<file path="src/rtl/mips_isa_pkg.sv">
// Shared MIPS-31 encoding constants, symbolic op index and loader FSM states.
// Imported by the field packer and the IMEM loader.
package mips_isa_pkg;

    localparam logic [5:0] OPC_RTYPE = 6'h00;
    localparam logic [5:0] OPC_J     = 6'h02;
    localparam logic [5:0] OPC_JAL   = 6'h03;
    localparam logic [5:0] OPC_BEQ   = 6'h04;
    localparam logic [5:0] OPC_BNE   = 6'h05;
    localparam logic [5:0] OPC_ADDI  = 6'h08;
    localparam logic [5:0] OPC_ADDIU = 6'h09;
    localparam logic [5:0] OPC_SLTI  = 6'h0a;
    localparam logic [5:0] OPC_SLTIU = 6'h0b;
    localparam logic [5:0] OPC_ANDI  = 6'h0c;
    localparam logic [5:0] OPC_ORI   = 6'h0d;
    localparam logic [5:0] OPC_XORI  = 6'h0e;
    localparam logic [5:0] OPC_LUI   = 6'h0f;
    localparam logic [5:0] OPC_LW    = 6'h23;
    localparam logic [5:0] OPC_SW    = 6'h2b;

    localparam logic [5:0] FN_SLL  = 6'h00;
    localparam logic [5:0] FN_SRL  = 6'h02;
    localparam logic [5:0] FN_SRA  = 6'h03;
    localparam logic [5:0] FN_SLLV = 6'h04;
    localparam logic [5:0] FN_SRLV = 6'h06;
    localparam logic [5:0] FN_SRAV = 6'h07;
    localparam logic [5:0] FN_JR   = 6'h08;
    localparam logic [5:0] FN_ADD  = 6'h20;
    localparam logic [5:0] FN_ADDU = 6'h21;
    localparam logic [5:0] FN_SUB  = 6'h22;
    localparam logic [5:0] FN_SUBU = 6'h23;
    localparam logic [5:0] FN_AND  = 6'h24;
    localparam logic [5:0] FN_OR   = 6'h25;
    localparam logic [5:0] FN_XOR  = 6'h26;
    localparam logic [5:0] FN_NOR  = 6'h27;
    localparam logic [5:0] FN_SLT  = 6'h2a;
    localparam logic [5:0] FN_SLTU = 6'h2b;

    // Index order: R-type 0..16, I-type 17..28, J-type 29..30.
    typedef enum logic [4:0] {
        OP_ADD, OP_ADDU, OP_SUB, OP_SUBU, OP_AND, OP_OR, OP_XOR, OP_NOR,
        OP_SLT, OP_SLTU, OP_SRA, OP_SRL, OP_SLL, OP_SRAV, OP_SRLV, OP_SLLV,
        OP_JR,
        OP_ADDI, OP_ADDIU, OP_ANDI, OP_ORI, OP_XORI, OP_LW, OP_SW, OP_BEQ,
        OP_BNE, OP_SLTI, OP_SLTIU, OP_LUI,
        OP_J, OP_JAL,
        OP_ILLEGAL
    } op_t;

    typedef enum logic [1:0] {
        ST_IDLE,
        ST_LOAD,
        ST_FULL
    } state_t;

endpackage

</file>
<file path="src/rtl/instr_field_packer.sv">
// Combinational packer: symbolic op plus raw fields -> 32-bit MIPS word.
// Fields an instruction does not use are forced to zero.
module instr_field_packer
    import mips_isa_pkg::*;
(
    input  logic [4:0]  op,
    input  logic [4:0]  rs,
    input  logic [4:0]  rt,
    input  logic [4:0]  rd,
    input  logic [4:0]  shamt,
    input  logic [15:0] imm,
    input  logic [25:0] addr,
    output logic [31:0] word,
    output logic        legal
);

    always_comb begin
        word  = '0;
        legal = 1'b1;
        case (op_t'(op))
            OP_ADD:   word = {OPC_RTYPE, rs, rt, rd, 5'd0, FN_ADD};
            OP_ADDU:  word = {OPC_RTYPE, rs, rt, rd, 5'd0, FN_ADDU};
            OP_SUB:   word = {OPC_RTYPE, rs, rt, rd, 5'd0, FN_SUB};
            OP_SUBU:  word = {OPC_RTYPE, rs, rt, rd, 5'd0, FN_SUBU};
            OP_AND:   word = {OPC_RTYPE, rs, rt, rd, 5'd0, FN_AND};
            OP_OR:    word = {OPC_RTYPE, rs, rt, rd, 5'd0, FN_OR};
            OP_XOR:   word = {OPC_RTYPE, rs, rt, rd, 5'd0, FN_XOR};
            OP_NOR:   word = {OPC_RTYPE, rs, rt, rd, 5'd0, FN_NOR};
            OP_SLT:   word = {OPC_RTYPE, rs, rt, rd, 5'd0, FN_SLT};
            OP_SLTU:  word = {OPC_RTYPE, rs, rt, rd, 5'd0, FN_SLTU};
            // Immediate shifts: the only users of shamt, and they have no rs.
            OP_SRA:   word = {OPC_RTYPE, 5'd0, rt, rd, shamt, FN_SRA};
            OP_SRL:   word = {OPC_RTYPE, 5'd0, rt, rd, shamt, FN_SRL};
            OP_SLL:   word = {OPC_RTYPE, 5'd0, rt, rd, shamt, FN_SLL};
            OP_SRAV:  word = {OPC_RTYPE, rs, rt, rd, 5'd0, FN_SRAV};
            OP_SRLV:  word = {OPC_RTYPE, rs, rt, rd, 5'd0, FN_SRLV};
            OP_SLLV:  word = {OPC_RTYPE, rs, rt, rd, 5'd0, FN_SLLV};
            OP_JR:    word = {OPC_RTYPE, rs, 15'd0, FN_JR};
            OP_ADDI:  word = {OPC_ADDI, rs, rt, imm};
            OP_ADDIU: word = {OPC_ADDIU, rs, rt, imm};
            OP_ANDI:  word = {OPC_ANDI, rs, rt, imm};
            OP_ORI:   word = {OPC_ORI, rs, rt, imm};
            OP_XORI:  word = {OPC_XORI, rs, rt, imm};
            OP_LW:    word = {OPC_LW, rs, rt, imm};
            OP_SW:    word = {OPC_SW, rs, rt, imm};
            OP_BEQ:   word = {OPC_BEQ, rs, rt, imm};
            OP_BNE:   word = {OPC_BNE, rs, rt, imm};
            OP_SLTI:  word = {OPC_SLTI, rs, rt, imm};
            OP_SLTIU: word = {OPC_SLTIU, rs, rt, imm};
            OP_LUI:   word = {OPC_LUI, 5'd0, rt, imm};
            OP_J:     word = {OPC_J, addr};
            OP_JAL:   word = {OPC_JAL, addr};
            default:  legal = 1'b0;
        endcase
    end

endmodule

</file>
<file path="src/rtl/instr_encoder_loader.sv">
// Boot/test loader: accepts symbolic instructions over valid/ready, packs them
// and streams the words into consecutive IMEM locations starting at BASE_ADDR.
module instr_encoder_loader
    import mips_isa_pkg::*;
#(
    parameter int          DEPTH     = 1024,
    parameter logic [31:0] BASE_ADDR = 32'h0040_0000,
    parameter int          CNT_W     = $clog2(DEPTH + 1)
) (
    input  logic             clk,
    input  logic             rst,
    input  logic             start,
    input  logic             finish,
    input  logic             in_valid,
    output logic             in_ready,
    input  logic [4:0]       in_op,
    input  logic [4:0]       in_rs,
    input  logic [4:0]       in_rt,
    input  logic [4:0]       in_rd,
    input  logic [4:0]       in_shamt,
    input  logic [15:0]      in_imm,
    input  logic [25:0]      in_addr,
    output logic             imem_we,
    output logic [31:0]      imem_addr,
    output logic [31:0]      imem_wdata,
    output logic [CNT_W-1:0] count,
    output logic             busy,
    output logic             done,
    output logic             err_illegal,
    output state_t           state
);

    // Handshake: a beat transfers on a rising clk edge where in_valid and
    // in_ready are both high; in_ready never depends on in_valid.

    state_t      state_next;
    logic        accept;
    logic        done_next;
    logic [31:0] word;
    logic        legal;

    instr_field_packer u_packer (
        .op    (in_op),
        .rs    (in_rs),
        .rt    (in_rt),
        .rd    (in_rd),
        .shamt (in_shamt),
        .imm   (in_imm),
        .addr  (in_addr),
        .word  (word),
        .legal (legal)
    );

    always_ff @(posedge clk or posedge rst) begin
        if (rst) begin
            state <= ST_IDLE;
        end else begin
            state <= state_next;
        end
    end

    always_comb begin
        state_next = state;
        done_next  = 1'b0;
        in_ready   = (state == ST_LOAD) && (count < CNT_W'(DEPTH));
        accept     = in_valid && in_ready;
        case (state)
            ST_IDLE: begin
                if (start) begin
                    state_next = ST_LOAD;
                end
            end
            ST_LOAD: begin
                // finish takes priority over filling up; the beat still lands.
                if (finish) begin
                    state_next = ST_IDLE;
                    done_next  = 1'b1;
                end else if (accept && legal && (count == CNT_W'(DEPTH - 1))) begin
                    state_next = ST_FULL;
                end
            end
            ST_FULL: begin
                if (finish) begin
                    state_next = ST_IDLE;
                    done_next  = 1'b1;
                end
            end
            default: state_next = ST_IDLE;
        endcase
    end

    always_ff @(posedge clk or posedge rst) begin
        if (rst) begin
            count       <= '0;
            err_illegal <= 1'b0;
            imem_we     <= 1'b0;
            imem_addr   <= BASE_ADDR;
            imem_wdata  <= '0;
            done        <= 1'b0;
        end else begin
            imem_we <= 1'b0;
            done    <= done_next;
            if ((state == ST_IDLE) && start) begin
                count       <= '0;
                err_illegal <= 1'b0;
            end
            if (accept) begin
                if (legal) begin
                    imem_we    <= 1'b1;
                    imem_addr  <= BASE_ADDR + (32'(count) << 2);
                    imem_wdata <= word;
                    count      <= count + CNT_W'(1);
                end else begin
                    err_illegal <= 1'b1;
                end
            end
        end
    end

    assign busy = (state != ST_IDLE);

endmodule

</file>
<file path="config.mk">
export PLATFORM = sky130hd
export DESIGN_NAME = instr_encoder_loader
export DESIGN_NICKNAME = d
export VERILOG_FILES = /design/src/rtl/mips_isa_pkg.sv /design/src/rtl/instr_field_packer.sv /design/src/rtl/instr_encoder_loader.sv
export SDC_FILE = /design/constraint.sdc
export NUM_CORES = 1
export LEC_CHECK = 0
export ABC_AREA = 1
export BUFFER_PORTS_ARGS = -buffer_cell sky130_fd_sc_hd__buf_2
export CORE_ASPECT_RATIO = 1.4
export CORE_MARGIN = 10
export CORE_UTILIZATION = 45
export DETAILED_ROUTE_END_ITERATION = 12
export PLACE_DENSITY = 0.88
export SLEW_MARGIN = 25
export SYNTH_ARGS = -nofsm -noshare
export SYNTH_HDL_FRONTEND = slang
export SYNTH_HIERARCHICAL = 1
export SYNTH_SLANG_ARGS = --single-unit
</file>
<file path="constraint.sdc">
create_clock -name clk -period 1.7 [get_ports clk]
set_input_delay 0.255 -clock clk [delete_from_list [all_inputs] [get_ports clk]]
set_output_delay 0.255 -clock clk [all_outputs]
set_load 0.02 [all_outputs]
</file>
**Yosys cells after proc, flatten, opt, wreduce, memory -nomap -nowiden**

Index checks and enable logic that the tools add are counted.

- Output and inout bits: 82
- Input bits: 72
- Register bits: 80

- Eq/ne operators: 36
- Reduce and logical (&&, ||, !) cells: 12
- $add $sub $neg: 2
- Mux-type cells: 17
- Order comparisons: 1

Operators by type and width:

| kind | number |
|---|---|
| $pmux W32 S31 | 1 |
| $eq A5 B5 Y1 const B | 15 |
| $eq A5 B4 Y1 const B | 8 |
| $mux W11 | 3 |
| $reduce_or A31 Y1 | 1 |
| $add A23 B13 Y24 const A | 1 |
| $eq A5 B3 Y1 const B | 4 |
| $add A11 B1 Y11 const B | 1 |
| $eq A11 B10 Y1 const B | 1 |
| $lt A11 B11 Y1 const B | 1 |
| $eq A5 B2 Y1 const B | 2 |
| $mux W1 | 8 |
| $mux W2 | 4 |
| $pmux W2 S3 | 1 |
| $eq A5 B1 Y1 const B | 1 |
| $logic_and A1 B1 Y1 | 5 |
| $logic_not A5 Y1 | 1 |
| $ne A2 B2 Y1 const B | 2 |
| $ne A3 B2 Y1 const B | 1 |
| $reduce_and A3 Y1 | 1 |
| $eq A2 B1 Y1 const B | 1 |
| $eq A2 B2 Y1 const B | 1 |
| $logic_not A2 Y1 | 1 |
| $reduce_and A2 Y1 | 1 |
| other kinds (2) | 2 |

**Logic depth before layout (Yosys ltp)**

Gate-level depths: netlist of the first run.

- Depth after elaboration: 8
- Gate-level depth with buffers: 16
- Mapped depth without buffers: 13

**Modules after synthesis**

Netlist of the first run, hierarchy kept.

Modules (own cells, without submodules):

| module | times used | area each (um^2) | cells an instance |
|---|---|---|---|
| instr_encoder_loader | 1 | 2700.1 | 315 |
| instr_field_packer | 1 | 1358.8 | 266 |

**Worst setup path before layout of the first run**

Ideal clock, no wire load.

- Path type: input-to-reg
- Start point: in in_op[4]
- End point: reg count[9]
- Buffers on the path: 3
- Setup time: 0.113 ns
- Path slack: -0.140 ns
- Cell stages on the path: 14
- Arrival: 1.727 ns
- Path through: buf_4 -> buf_4 -> nand3_1 -> nand2_2 -> nor2_8 -> nand2_2 -> nand3b_1 -> nand4_4 -> inv_2 -> buf_6 -> nand3_1 -> o21ai_0 -> nand2_1 -> inv_1

- Longest elaborated chain between the ends: 5
- Elaborated cells between the ends (all ways): 35
- Classes of those cells: eq/ne (30); mux (3); reduce/logical (2)

RTL lines:

| element | line | RTL |
|---|---|---|
| start, declared | instr_encoder_loader.sv:16 | `input logic [4:0] in_op,` |
| $eq A5 B1 Y1 (tied with other cells) | instr_field_packer.sv:20 | `case (op_t'(op))` |
| $reduce_or A31 Y1 (no source line) * | n/a |  |
| $mux W1 * | instr_field_packer.sv:20 |  |
| net legal | instr_encoder_loader.sv:40 | `logic legal;` |
| $mux W11 * | instr_encoder_loader.sv:108 | `if (legal) begin` |
| $mux W11 * | instr_encoder_loader.sv:107 | `if (accept) begin` |
| end signal, assigned | instr_encoder_loader.sv:112 | `count <= count + CNT_W'(1);` |
| end, declared | instr_encoder_loader.sv:26 | `output logic [CNT_W-1:0] count,` |

The timed path passes the listed nets; every way through them passes the cells marked *.
A chain may end at the register's enable or synchronous reset.

**Worst setup path in the final report of the first run**

- Start point: in in_op[2]
- End point: reg imem_wdata[20]

- Longest elaborated chain between the ends: 4
- Elaborated cells between the ends (all ways): 35
- Classes of those cells: eq/ne (30); mux (2); reduce/logical (3)

RTL lines:

| element | line | RTL |
|---|---|---|
| $eq A5 B1 Y1 (tied with other cells) | instr_field_packer.sv:20 |  |
| $reduce_or A31 Y1 (no source line) * | n/a |  |
| $mux W1 * | instr_field_packer.sv:20 |  |
| net legal | instr_encoder_loader.sv:40 |  |
| $reduce_and A2 Y1 (no source line) * | n/a |  |
| end signal, assigned | instr_encoder_loader.sv:111 | `imem_wdata <= word;` |
| end, declared | instr_encoder_loader.sv:25 | `output logic [31:0] imem_wdata,` |

Marked as above.

==> results of run 1 <==
[metal layers]
layer | GRT usage | routed length [um] | up-vias
met5 | 0 | 0 | -
met4 | 0.08898 | 482 | 0
met3 | 0.03673 | 827 | 40
met2 | 0.3132 | 7083 | 187
met1 | 0.2027 | 4939 | 1989
li1 | - | - | 2138
[power by group through the flow]
stage               Sequential [uW]  Clock [uW]  Combinational (uW)
floorplan                      2630           0                1140
global placement               2110           0                2500
detailed placement             2120           0                2560
CTS                            2110        1660                2610
global route                   2160        1730                3030
finish                         2120        1640                2790
[cells in the final DEF (no fill, tap or decap), types with 3 or more instances in the layout]
cell type,n
buf_4,52
nor2_2,6
nor3_1,4
ha_1,4
buf_6,8
nand2_2,20
buf_2,126
buf_12,4
conb_1,22
dfrtp_1,59
inv_1,48
nand3_1,51
clkbuf_16,12
nand4_1,4
nand2_4,6
a22oi_1,5
nand2_1,227
o21ai_0,11
nor2_1,11
nand3_2,9
o21ai_1,8
a21oi_1,16
nor2_4,8
inv_2,7
clkbuf_1,3
[cells by family (layout without fill, tap and decap cells)]
logic type      Yosys count  after routing  synth area share
buf+inv                 104            270            0.1403
other cells               3             22          0.002774
fa+ha+maj                 5              5           0.01541
flops                    59             59            0.3637
compound gates           54             54           0.07491
simple gates            356            356            0.4029
[repair_timing]
item                       CTS  global route
setup buffers                1             8
setup endpoints to repair    8            54
hold buffers                 0             0
cloned                       0             4
gates resized for setup      7            45
pin swaps                    1            19
[cell type report]
cell class / count / area share
clock inverter: 2 / 0.001770
tap: 105 / 0.02324
timing repair buffer: 194 / 0.2266
inverter: 60 / 0.04315
sequential: 59 / 0.2611
multi-input combinational: 437 / 0.3974
clock buffer: 14 / 0.04669
[cell usage after synthesis (all sizes together)]
cell and count:
nand2 254, nand3 62, inv 60, dfrtp 59, buf 43, nor2 27, o21ai 21, a21oi 20
a22oi 5, ha 5, nand4 5, nor3 5, conb 3, a211oi 2, nand3b 2, o22ai 2
a21boi 1, a31oi 1, a41oi 1, clkbuf 1, o31ai 1, or2 1
[sequential cells by signal (all words and copies together), names as in the netlist]
signal	count
err_illegal	1
imem_we	1
imem_addr	11
done	1
state	2
imem_wdata	32
count	11
[worst paths after layout]
kind	startpoint	end	slack [ps]	cells after the start
min in group clk	finish	done	160	3
max in group asynchronous	rst	imem_addr[11]	1170	3
hold / removal	rst	imem_wdata[3]	4	2
setup reg to reg	count[0]	state[0]	190	8
hold reg to reg	imem_wdata[25]	imem_wdata[25]	470	2
setup / recovery	in_op[2]	imem_wdata[20]	40	13
[metrics by stage]
step / total power, uW / cells
after floorplan: 3765 / 600
after global placement: 4610 / 842
after detailed placement: 4680 / 842
after CTS: 6385 / 859
after global routing: 6912 / 871
final: 6553 / 871
==> results.py, run 1 <==
metrics = {
    "synth": {
        "seq_area_frac_synth": 0.3637,
        "ys_warn_count": 6,
        "synth_area_mm2": 0.004059,
        "yosysTopAreaCell": "dfrtp_1",
        "synthTopCellsByArea": "dfrtp_1, nand2_1, nand3_1, buf_4, inv_1",
        "synth_cells": 581,
        "synth-seq-cells": 59,
        "yosysUniqueCellTypes": 37,
        "yosysTopAreaCellShare": 0.3637,
        "syn_area_per_cell_um2": 6.986,
    },
    "critical_path": {
        "cpPeakStageDelay_ps": 210,
        "path_cells": "buf_12 > nor2_4 > nand2_4 > a21oi_4 > nor2_4 > nand2_4 > nand3b_1 > nand4_4 > inv_4 > buf_8 > clkbuf_16 > nand2_1 > nand2_1",
        "cp-end-kind": "flip-flop",
        "cp_max_fo": 8,
        "required_ps": 1970,
        "critPathTopFamily": "simple AND/OR/NAND/NOR gates",
        "worstSetupPathType": "in2reg",
        "startpoint_type": "input pin",
        "path_buf_inv": 4,
        "critPathArrivalTime_ps": 1920,
        "cp_slowest_cell": "nand4_4",
    },
    "power_and_ir_drop": {
        "ir_worst_vdd_v": 0.001128,
        "internal-power_uw": 3897,
        "cellPowerDensity_mw_per_mm2": 1159,
        "p_sw_frac": 0.4052,
        "power_frac_comb": 0.426,
        "pwr-share-clk": 0.251,
        "share_seq_of_total_power": 0.323,
        "leakage_uw": 0.003306,
        "p_sw_uw": 2655,
    },
    "global_route": {
        "antenna_found_initial": 0,
        "grt_max_degree": 34,
        "grt_overflow": 0,
        "grtUsageTotal": 0.1812,
        "grt_pass1_vias": 4197,
        "grt_pass1_wl_um": 19870,
    },
    "route": {
        "num_vias": 4354,
        "postRouteAntennaNets": 0,
        "drt-initial-drc-count": 282,
        "drc_errors": 0,
        "wirelength_um": 13330,
        "vias_per_cell": 4.999,
        "wire_per_inst_um": 15.31,
        "dr.pass1.iters": 6,
    },
    "placed_design": {
        "place_congestion": 0.8755,
        "preCtsSetupSlack_ps": -350.9,
        "post-dp-hpwl_um": 10060,
        "placed_area_mm2": 0.005059,
        "numPortBuffers": 132,
    },
    "floorplan": {
        "die_height_um": 132.4,
        "io_pins": 154,
        "die_w_um": 100.3,
        "fp.dieArea_mm2": 0.01327,
        "rows": 40,
        "start_util": 0.4661,
        "core-area_mm2": 0.008708,
    },
    "sta": {
        "setup_viol": 0,
        "fin_crit_sh": 0.9743,
        "rsz0062_at_grt": "true",
        "finalCriticalPeriod_ps": 1656,
        "hold_ws_ps": 3.674,
        "slew_headroom": 0.5885,
        "skew_ps": 6.582,
        "final_max_slew_viol_count": 0,
        "tightest_slew_ps": 616.0,
        "finalHoldViolations": 0,
        "fmax_ghz": 0.6038,
        "setup_tns_ps": 0,
        "fin_ws_ps": 43.75,
    },
    "clock_network": {
        "numCtsBuffers": 9,
        "cts_tree": "built",
        "h-tree-depth": 3,
        "root_buffer": "clkbuf_16",
        "cts_buffer_depth": 2,
        "insertion_delay_ps": 330,
        "cts_sinks": 59,
        "clk_pin_slew_ps": 50,
    },
    "run_status": {
        "status": "finished clean",
    },
    "final_layout": {
        "nFillCells": 773,
        "final_cell_area_mm2": 0.005654,
        "layout-drive-gt1-share": 0.3681,
        "fin_util": 0.6493,
        "n_antenna_cell": 0,
        "final_nets": 838,
        "area.sequential_mm2": 0.001476,
        "multiInputGateArea_mm2": 0.002247,
        "area_growth_syn_to_layout_pct": 39.30,
    },
    "job": {
        "drv_cap": 0,
    },
    "worst_hold_path": {
        "min_path_type": "in2async",
    },
}
(Power assumes the default switching activity.)
==> run 2, diff against run 1 <==
--- a/config.mk
+++ b/config.mk
@@ -8,7 +8,7 @@
 export ABC_AREA = 1
 export BUFFER_PORTS_ARGS = -buffer_cell sky130_fd_sc_hd__buf_2
 export CORE_ASPECT_RATIO = 1.4
-export CORE_MARGIN = 10
+export CORE_MARGIN = 4
 export CORE_UTILIZATION = 45
 export DETAILED_ROUTE_END_ITERATION = 12
 export PLACE_DENSITY = 0.88
==> results.py, run 2 (synthesis gave the netlist of run 1 again) <==
metrics = {
    "global_route": {
        "grt_max_degree": 33,
        "grtUsageTotal": 0.2132,
        "grt_pass1_vias": 4066,
        "antenna_found_initial": 0,
        "globalRouteMet1Util": 0.2425,
        "met3_usage": 0.03204,
        "grt.busiest_layer": "met2",
        "grt_overflow": 0,
        "grt_pass1_wl_um": 18060,
        "grt_util_met2": 0.3858,
    },
    "sta": {
        "setup_tns_ps": 0,
        "fin_crit_sh": 0.9650,
        "fin_ws_ps": 59.49,
        "skew_ps": 3.715,
        "fmax_ghz": 0.6096,
        "finalHoldViolations": 0,
        "setup_viol": 0,
        "final_max_slew_viol_count": 0,
        "finalCriticalPeriod_ps": 1641,
    },
    "critical_path": {
        "startpoint_type": "input pin",
        "crit_path_start": "in_op[0]",
        "r2r_end": "count[6]",
        "rrSetupSlack_ps": 180,
        "cp-end-kind": "flip-flop",
        "r2r_cells": 9,
        "cp_max_fo": 8,
        "critPathArrivalTime_ps": 1860,
        "worstSetupPathType": "in2reg",
        "required_ps": 1910,
        "reg2reg_from": "state[0]",
    },
    "floorplan": {
        "die_w_um": 88.27,
        "io_pins": 154,
        "rows": 40,
        "die_height_um": 120.4,
        "start_util": 0.4661,
        "fp.dieArea_mm2": 0.01062,
        "core-area_mm2": 0.008708,
    },
    "clock_network": {
        "ctsHoldBuffers": 0,
        "h-tree-depth": 3,
        "clk_pin_slew_ps": 50,
        "cts_sinks": 59,
        "insertion_delay_ps": 330,
        "cts_tree": "built",
        "numCtsBuffers": 9,
        "cts_buffer_depth": 2,
        "root_buffer": "clkbuf_16",
    },
    "route": {
        "drc_errors": 0,
        "drt-initial-drc-count": 184,
        "wirelength_um": 11490,
        "num_vias": 4215,
        "wire_per_inst_um": 13.33,
        "dr.pass1.iters": 5,
        "vias_per_cell": 4.890,
        "postRouteAntennaNets": 0,
    },
    "placed_design": {
        "numPortBuffers": 132,
        "preCtsSetupSlack_ps": -332.4,
        "post-dp-hpwl_um": 8942,
        "placed_area_mm2": 0.005054,
        "place_congestion": 0.8792,
    },
    "power_and_ir_drop": {
        "ir_worst_vdd_v": 0.0009729,
        "pwr-share-clk": 0.317,
        "power_frac_comb": 0.379,
        "cellPowerDensity_mw_per_mm2": 1245,
        "leakage_uw": 0.003253,
        "total_power_uw": 6909,
        "share_seq_of_total_power": 0.304,
        "p_sw_frac": 0.3740,
        "internal-power_uw": 4325,
        "p_sw_uw": 2584,
    },
    "run_status": {
        "status": "finished clean",
    },
    "worst_hold_path": {
        "min_path_type": "in2async",
    },
    "final_layout": {
        "reg_top3": "imem_wdata (32), count (11), imem_addr (11)",
        "largest_register_ffs": 32,
        "n_antenna_cell": 0,
        "area_growth_syn_to_layout_pct": 36.71,
        "final_cell_mix": "nand2_1, buf_2, dfrtp_1",
        "layout_commonest_cell": "nand2_1",
        "top_register": "imem_wdata",
        "layout-drive-gt1-share": 0.3461,
        "final_nets": 829,
        "final_cell_area_mm2": 0.005549,
    },
    "job": {
        "drv_cap": 0,
    },
}
run 2: cell count changes in the layout (fill, tap and decap cells not counted), moves of 3 or more:
cell,previous run,this run
buf_6,8,5
clkbuf_1,3,0
bufinv_16,0,4
nand2_1,227,237
nand2_2,20,11
run 2: worst max path at each step:
stage	endpoint
floorplan	imem_wdata[11]
global placement	imem_wdata[20]
detailed placement	count[6]
CTS	count[5]
global route	count[5]
finish	count[5]
run 2: metrics by stage:
step | instances | util | hold WS (ps)
floorplan | 600 | - | 354.6
global placement | 843 | 0.5803 | 368.2
detailed placement | 843 | 0.5803 | 367.6
CTS | 859 | 0.6256 | 23.65
global route | 862 | 0.6372 | 48.54
finish | 862 | 0.6372 | 20.34
run 2: worst max-delay path, stage by stage:
cell and delay [ps]:
buf_6 150, nor2_4 60, buf_4 130, nand2_2 80, nand2_2 70, nor3_1 210
nand3b_1 210, nand4_4 200, inv_4 80, buf_12 140, nand2_1 60, nand2_1 50
nand3_1 100, inv_1 60
run 2: routing by layer:
metal,vias up,part of all wire
li1,2134,-
met2,159,0.53
met3,23,0.061
met1,1899,0.38
met4,0,0.028
met5,-,0
run 2: power by group through the flow:
stage	Combinational [uW]	Clock, uW	Sequential, uW
2_1_floorplan	1140	0	2630
3_3_place_gp	2480	0	2100
4_1_cts	2590	2220	2100
5_1_grt	2870	2260	2150
3_5_place_dp	2530	0	2110
6_report	2620	2190	2100
run 2: timing repair:
action | CTS | global route
pin swaps | 0 | 6
gates cloned | 0 | 1
setup endpoints to repair | 3 | 46
setup buffers | 0 | 2
resized for setup | 7 | 23
run 2: area by class of cell:
| type | count | area (um^2) |
|---|---|---|
| clock buffer | 9 | 225.2 |
| clock inverter | 7 | 140.1 |
| fill | 765 | 3159 |
| inverter | 60 | 244.0 |
| multi-input combinational | 437 | 2190 |
| sequential | 59 | 1476 |
| tap | 105 | 131.4 |
| timing repair buffer | 185 | 1142 |
==> run 3, diff against run 2 <==
--- a/config.mk
+++ b/config.mk
@@ -6,7 +6,7 @@
 export NUM_CORES = 1
 export LEC_CHECK = 0
 export ABC_AREA = 1
-export BUFFER_PORTS_ARGS = -buffer_cell sky130_fd_sc_hd__buf_2
+export BUFFER_PORTS_ARGS = -buffer_cell sky130_fd_sc_hd__buf_4
 export CORE_ASPECT_RATIO = 1.4
 export CORE_MARGIN = 4
 export CORE_UTILIZATION = 45
==> results.py, run 3 (synthesis gave the netlist of run 1 again) <==
metrics = {
    "global_route": {
        "grt_pass1_wl_um": 19660,
        "grtUsageTotal": 0.2328,
        "antenna_found_initial": 0,
        "grt_overflow": 0,
        "grt_max_degree": 60,
        "grt_pass1_vias": 4148,
    },
    "final_layout": {
        "area_growth_syn_to_layout_pct": 42.08,
        "final_nets": 825,
        "n_antenna_cell": 0,
        "largest_register_ffs": 32,
        "top_register": "imem_wdata",
        "reg_top3": "imem_wdata (32), count (11), imem_addr (11)",
        "layout_commonest_cell": "nand2_1",
        "final_cell_mix": "nand2_1, buf_4, dfrtp_1",
        "final_cell_area_mm2": 0.005767,
        "layout-drive-gt1-share": 0.3409,
    },
    "clock_network": {
        "insertion_delay_ps": 320,
        "numCtsBuffers": 9,
        "cts_sinks": 59,
        "cts_tree": "built",
        "clk_pin_slew_ps": 50,
        "cts_buffer_depth": 2,
        "h-tree-depth": 3,
        "root_buffer": "clkbuf_16",
        "ctsHoldBuffers": 0,
    },
    "job": {
        "drv_cap": 0,
    },
    "route": {
        "wl_met2_um": 6393,
        "dr.pass1.iters": 5,
        "num_vias": 4315,
        "top_layer": "met4",
        "met3_length_um": 844,
        "wire_per_inst_um": 14.41,
        "drc_errors": 0,
        "wl_met1_um": 4581,
        "postRouteAntennaNets": 0,
        "drt-initial-drc-count": 261,
        "wirelength_um": 12340,
        "vias_per_cell": 5.041,
    },
    "power_and_ir_drop": {
        "leakage_uw": 0.003268,
        "ir_worst_vdd_v": 0.0009218,
        "total_power_uw": 6586,
        "cellPowerDensity_mw_per_mm2": 1142,
    },
    "critical_path": {
        "cpPeakStageDelay_ps": 240,
        "cp_max_fo": 8,
        "worstSetupPathType": "in2reg",
        "rrSetupSlack_ps": 150,
        "cp_slowest_cell": "nand3b_1",
        "path_cells": "buf_6 > nand2_4 > inv_4 > nand2_2 > nand2_1 > nor2_4 > nand2_4 > nand3b_1 > nand4_4 > inv_4 > buf_8 > buf_6 > a21oi_4 > nor2_1",
        "startpoint_type": "input pin",
        "required_ps": 1910,
        "critPathArrivalTime_ps": 1820,
        "cp-end-kind": "flip-flop",
    },
    "floorplan": {
        "die_height_um": 120.4,
        "fp.dieArea_mm2": 0.01062,
        "start_util": 0.4661,
        "core-area_mm2": 0.008708,
        "io_pins": 154,
        "die_w_um": 88.27,
        "rows": 40,
    },
    "placed_design": {
        "placed_area_mm2": 0.005346,
        "post-dp-hpwl_um": 9631,
        "place_congestion": 0.9618,
        "numPortBuffers": 132,
    },
    "sta": {
        "final_max_slew_viol_count": 0,
        "rsz0062_at_grt": "true",
        "fmax_ghz": 0.6205,
        "fin_crit_sh": 0.9480,
        "finalCriticalPeriod_ps": 1612,
        "finalHoldViolations": 0,
        "setup_viol": 0,
        "skew_ps": 3.129,
    },
    "run_status": {
        "status": "finished clean",
    },
    "worst_hold_path": {
        "min_path_type": "in2async",
    },
}
run 3: what timing repair did:
| item | 4_1_cts | 5_1_grt |
|---|---|---|
| gates cloned | 0 | 1 |
| pin swaps | 2 | 8 |
| setup buffers | 0 | 3 |
| gates resized for setup | 3 | 30 |
| setup endpoints to repair | 3 | 45 |
run 3: path summary, 6_finish.rpt:
kind / from / to / cells after the start
worst max-delay path: in_op[1] / count[2] / 14
worst min-delay path: rst / done / 3
worst max register to register: count[0] / state[0] / 8
worst min register to register: imem_wdata[26] / imem_wdata[26] / 2
max in group asynchronous: rst / imem_addr[9] / 3
min in group clk: finish / done / 3
run 3: layout make-up:
cell class | count | area, um^2
Clock buffer | 14 | 244.0
Fill cell | 709 | 2942
Inverter | 60 | 241.5
Multi-Input combinational cell | 437 | 2218
Sequential cell | 59 | 1476
Tap cell | 105 | 131.4
Timing Repair Buffer | 181 | 1455
run 3: layer usage:
layer / GRT usage / vias up
met2: 0.4040 / 197
met3: 0.04499 / 42
met5: 0 / -
li1: - / 2117
met4: 0.1181 / 0
met1: 0.2649 / 1959
run 3: power breakdown:
| group | total, uW | internal (uW) | leakage, uW | switching [uW] |
|---|---|---|---|---|
| clock network | 1520 | 967 | 0.000117 | 553 |
| logic | 2920 | 1210 | 0.00237 | 1710 |
| registers | 2150 | 1840 | 0.000784 | 305 |
| total | 6590 | 4020 | 0.00327 | 2570 |
run 3: per-stage QoR:
stage | cells | TNS, ps | utilization | setup slack, ps | hold slack, ps
finish | 856 | 0 | 0.6622 | 88.33 | 5.275
global route | 856 | -119.4 | 0.6622 | -26.27 | 40.20
CTS | 852 | 0 | 0.6437 | 6.363 | 19.47
detailed placement | 838 | -15820 | 0.6139 | -340.8 | 363.3
global placement | 838 | -13090 | 0.6139 | -283.8 | 358.1
floorplan | 600 | -3241 | - | -98.14 | 354.6
run 3: critical path: cells and delay by family:
kind / cells / cell delay (ps)
compound gates: 1 / 110
simple gates: 8 / 930
buf+inv: 5 / 500
